[src/rtl/pc_next_unit.sv]
// Next-PC selection for a MIPS-style fetch stage. It holds a redirect that arrives while
// the pipeline is stalled and replays it once the stall is released.
module pc_next_unit #(
    parameter logic [31:0] RESET_PC = 32'h0000_0000
) (
    input  logic        Clk,
    input  logic        Rst,
    input  logic        Stall,
    input  logic        BranchTaken,
    input  logic [31:0] BranchOffset,
    input  logic        Jump,
    input  logic [27:0] JumpOffset28,
    input  logic        JumpReg,
    input  logic [31:0] RegTarget,
    output logic [31:0] PC,
    output logic [31:0] PCPlus4,
    output logic        Flush,
    output logic        PendingRedirect,
    output logic        AlignErr
);

    logic [31:0] pc_q, pc_d;
    logic [31:0] hold_q, hold_d;
    logic        pend_q, pend_d;
    logic        flush_q, flush_d;
    logic        align_q, align_d;

    logic [31:0] pc_plus4;
    logic [31:0] sel_target;
    logic        redirect;

    assign pc_plus4 = pc_q + 32'd4;
    assign redirect = JumpReg | Jump | BranchTaken;

    // JumpReg outranks Jump, and Jump outranks BranchTaken.
    always_comb begin
        if (JumpReg)
            sel_target = {RegTarget[31:2], 2'b00};
        else if (Jump)
            sel_target = {pc_plus4[31:28], JumpOffset28};
        else
            sel_target = pc_plus4 + BranchOffset;
    end

    // NOTE: every next-state signal gets a default first, so no path through this block infers a latch.
    always_comb begin
        pc_d    = pc_q;
        hold_d  = hold_q;
        pend_d  = pend_q;
        flush_d = 1'b0;
        align_d = align_q | (JumpReg & (RegTarget[1:0] != 2'b00));

        if (Stall) begin
            if (redirect) begin
                hold_d = sel_target;
                pend_d = 1'b1;
            end
        end else if (redirect) begin
            pc_d    = sel_target;
            pend_d  = 1'b0;
            flush_d = 1'b1;
        end else if (pend_q) begin
            pc_d    = hold_q;
            pend_d  = 1'b0;
            flush_d = 1'b1;
        end else begin
            pc_d = pc_plus4;
        end
    end

    // NOTE: state uses non-blocking assignments so every register samples the pre-edge values.
    // The hold register is reset as well, so a stale target can never be replayed after reset.
    always_ff @(posedge Clk or negedge Rst) begin
        if (!Rst) begin
            pc_q    <= RESET_PC;
            hold_q  <= 32'h0;
            pend_q  <= 1'b0;
            flush_q <= 1'b0;
            align_q <= 1'b0;
        end else begin
            pc_q    <= pc_d;
            hold_q  <= hold_d;
            pend_q  <= pend_d;
            flush_q <= flush_d;
            align_q <= align_d;
        end
    end

    assign PC              = pc_q;
    assign PCPlus4         = pc_plus4;
    assign Flush           = flush_q;
    assign PendingRedirect = pend_q;
    assign AlignErr        = align_q;

endmodule
[config.mk]
export PLATFORM = sky130hd
export DESIGN_NAME = pc_next_unit
export DESIGN_NICKNAME = d
export VERILOG_FILES = /design/src/rtl/pc_next_unit.sv
export SDC_FILE = /design/constraint.sdc
export NUM_CORES = 1
export LEC_CHECK = 0
export ABC_CLOCK_PERIOD_IN_PS = 8000
export CAP_MARGIN = 0
export CORE_UTILIZATION = 30
export CTS_BUF_LIST = sky130_fd_sc_hd__clkbuf_8
export CTS_CLUSTER_DIAMETER = 60
export DETAILED_ROUTE_END_ITERATION = 8
export GPL_TIMING_DRIVEN = 1
export SLEW_MARGIN = 20
export SYNTH_ARGS = -nofsm -noshare
export SYNTH_HDL_FRONTEND = slang
export SYNTH_SLANG_ARGS = --single-unit
[constraint.sdc]
create_clock -name Clk -period 8 [get_ports Clk]
set_input_delay 1.6 -clock Clk [delete_from_list [all_inputs] [get_ports Clk]]
set_output_delay 1.6 -clock Clk [all_outputs]
set_load 0.01 [all_outputs]
==> metrics.md <==
| Metric | Value |
|---|---|
| Commonest cells in the synthesized netlist | `nand2_1 (89), dfrtp_1 (67), a21oi_1 (62)` |
| Routed via count | `6,571` |
| Clock-pin slew on the worst setup and hold paths | `0.08 ns` |
| Initial antenna violation count | `2` |
| Syn Inst Count | `787` |
| DRT Pass-1 Iters | `5` |
| Starting Density | `0.306` |
| Leak | `0.00339 uW` |
| Syn nets | `925` |
| Initial DRC Count | `577` |
| RR Startpoint | `PC[4]` |
| Hold Violations, Final | `0` |
| Worst slew pin tran | `1.06 ns` |
| Num rows | `52` |
| Max Cap Viol | `0` |
| Slowest stage delay, CP | `0.65 ns` |
| CP Buf/Inv Count | `1` |
| Critical path class | `register to output pin` |
| Storage cell area | `1680 sq um` |
| Post-CTS Resized | `0` |
| Hold wc startpoint | `AlignErr` |
| Global Route met3 Usage | `0.0417` |
| Worst Clk Skew | `0.0124 ns` |
| Root Driver | `clkbuf_8` |
| Drt wl/cell | `19.6 um` |
| Final HPWL DP | `17.3 mm` |
| Most area-hungry cell type in the Yosys netlist | `dfrtp_1` |
| Port buffer count | `164` |
| Die width | `146 um` |
| Slew HR | `0.293` |
| Mapped Area | `6220 sq um` |
| # fillers | `2,113` |
| Core area | `20,300 sq um` |
| Met1 GRT Util | `0.307` |
| Hold Path Sink | `AlignErr` |
| Clock buffer depth | `2` |
| IO Count | `165` |
| Post-synth top flop | `dfrtp_1` |
| Placed Cells | `1,185` |
| Post-DR vias/cell | `5.46` |
| Area Growth Syn to Fin | `33.5%` |
| Yosys top cell area share | `0.270` |
| Distinct cell type count after synthesis | `73` |
| Yosys warns | `0` |
| Most frequent cell after synthesis | `nand2_1` |
| Busiest metal layer after global routing | `met2` |
| Layout cell share with drive strength beyond 1 | `0.0644` |
| Die height | `146 um` |
| RSZ-0062 raised after global routing | `false` |
| TritonCTS Buffers | `9` |
| Vias in the first global route | `6,327` |
| Reg2Reg Depth | `14` |
| Reg-to-reg slack, setup | `3.54 ns` |
| Total gr overflow | `0` |
| Top cells by area, synth | `dfrtp_1 (27%), ha_1 (7.8%), nand2_1 (5.4%)` |
| Slowest CP cell | `clkdlybuf4s50_1` |
| DRC errors left | `0` |
| # Post-CTS Setup Buffers | `0` |
| Post-synth EDFFs | `0` |
| Crit-path max FO | `7` |
| Worst reg2reg path endpoint | `hold_q[31]` |
| Final WL | `23.5 mm` |
| Final std cells w/o fill | `1,203` |
| Cells on Worst Hold Path | `1` |
| Cts hold-fix bufs | `0` |
| Clk_lat worst skew | `0.38 ns` |
| Max Slew Vio Count | `0` |
| Syn Area/Cell | `7.90 sq um` |
| Post-route ant nets | `0` |
| Period utilization | `0.611` |
| Crit-path leading delay family | `simple AND/OR/NAND/NOR gates` |
| Area occupied by multi-input gates | `4260 sq um` |
| CTS tree | `yes` |
| Setup_tns | `0 ns` |
| GRT Total Usage | `0.221` |
| Largest net degree at the start of global routing | `68` |
| Critical Path RT | `6.40 ns` |
| Asr flop ratio synth | `1.00` |
| PwrDens | `195 nW/um^2` |
| Fin crit period | `4.89 ns` |
| Final Net Count | `1,064` |
| Peak VDD IR | `0.0000810 V` |
| Die area | `21,300 sq um` |
| Worst Hold Class | `register to register` |
| CP cell instances | `and4_1 -> nand3_2 -> nor2_2 -> nand4_1 -> xnor2_1 -> clkdlybuf4s50_1` |
| Outcome | `finished, final reports clean` |
| Met2 usage | `0.352` |
| Achievable Freq | `205 MHz` |
| Seq/Total Area, Yosys | `0.270` |
| Gp weighted congestion | `0.902` |
| First-pass GRT wire length | `36.6 mm` |
| FF+latch count, synth | `67` |
| Worst Path Arrival | `3.29 ns` |
| Type of origin of the critical path | `register` |
| Crit path capture type | `output pin` |
| Final number of setup-violating endpoints | `0` |
| Num Clock Sinks | `67` |
| # H-tree levels | `3` |
-- flip-flops by register name (all words and copies together) (netlist names) --
register	flops
PendingRedirect	1
PC	32
Flush	1
AlignErr	1
hold_q	32
-- worst reg2reg max path, delay by kind of cell, from the launching register on --
family | cells | cell delay (ns)
AO/OA/AOI/OAI | 3 | 1.06
adder cells (fa/ha/maj) | 1 | 0.41
XOR/XNOR | 1 | 0.33
AND/OR/NAND/NOR | 7 | 1.63
multiplexers | 2 | 0.49
flip-flops | 1 | 0.45
-- worst max-delay path by stage --
stage               startpoint     endpoint  cells after the start
6_report                 PC[4]  PCPlus4[28]                      6
4_1_cts                  PC[4]  PCPlus4[31]                      6
2_1_floorplan  BranchOffset[0]       PC[28]                     12
5_1_grt                  PC[4]  PCPlus4[31]                      6
3_5_place_dp       BranchTaken   hold_q[12]                      6
3_3_place_gp   BranchOffset[0]       PC[28]                     13
-- cells in the final DEF, fill, tap and decap left out, drive strengths merged, types with 5 or more instances in the layout --
cell,n
clkdlybuf4s50,161
nand2,89
dfrtp,67
o21ai,67
a21oi,63
nor2,58
ha,39
xnor2,33
nand3,31
inv,26
a21o,23
mux2i,17
mux2,17
a31oi,16
o211ai,16
xor2,15
nand4,15
o31ai,14
buf,14
nand2b,13
nor3,12
and3,11
a22oi,11
clkbuf,9
o21a,7
o22ai,7
and4,6
a2111oi,6
a211oi,6
or3,5
-- metal layers --
metal  vias to the layer above  wire (um)
li1                       3178          -
met5                         -          0
met4                         0        419
met1                      3126      10900
met2                       237      10700
met3                        30       1560
-- cells by family (layout without fill, tap and decap cells) --
group	after synthesis	after routing	synth area share
buffers and inverters	73	217	0.0455
AOI/OAI and AO/OA	268	268	0.279
muxes	34	34	0.0581
xor gates and xnor gates	48	48	0.0676
adders and majority gates	40	40	0.0817
and+or+nand+nor	257	257	0.198
DFF	67	67	0.270
other	0	2	0
-- area by class of cell --
cell class                      count  area share
Antenna cell                        2    0.000603
Clock buffer                        9      0.0149
Clock inverter                      7      0.0112
Inverter                           26      0.0118
Multi-Input combinational cell    647       0.513
Sequential cell                    67       0.202
Tap cell                          270      0.0407
Timing Repair Buffer              175       0.206
-- metrics by stage --
| stage | instance area, sq um | hold slack, ns | util | worst slack (ns) | power (uW) |
|---|---|---|---|---|---|
| after floorplan | 6220 | 0.441 | - | 3.96 | 962 |
| after detailed placement | 8080 | 0.455 | 0.398 | 3.20 | 1290 |
| after global placement | 8080 | 0.455 | 0.398 | 3.26 | 1290 |
| after global routing | 8300 | 0.497 | 0.409 | 2.92 | 1730 |
| final | 8300 | 0.473 | 0.409 | 3.11 | 1620 |
| after CTS | 8300 | 0.480 | 0.409 | 3.11 | 1620 |
-- power breakdown --
part / leakage (uW) / internal (uW) / switching, uW
registers: 0.000799 / 396 / 69.1
clock network: 0.000101 / 174 / 154
logic: 0.00249 / 389 / 437
(Power assumes the default switching activity.)
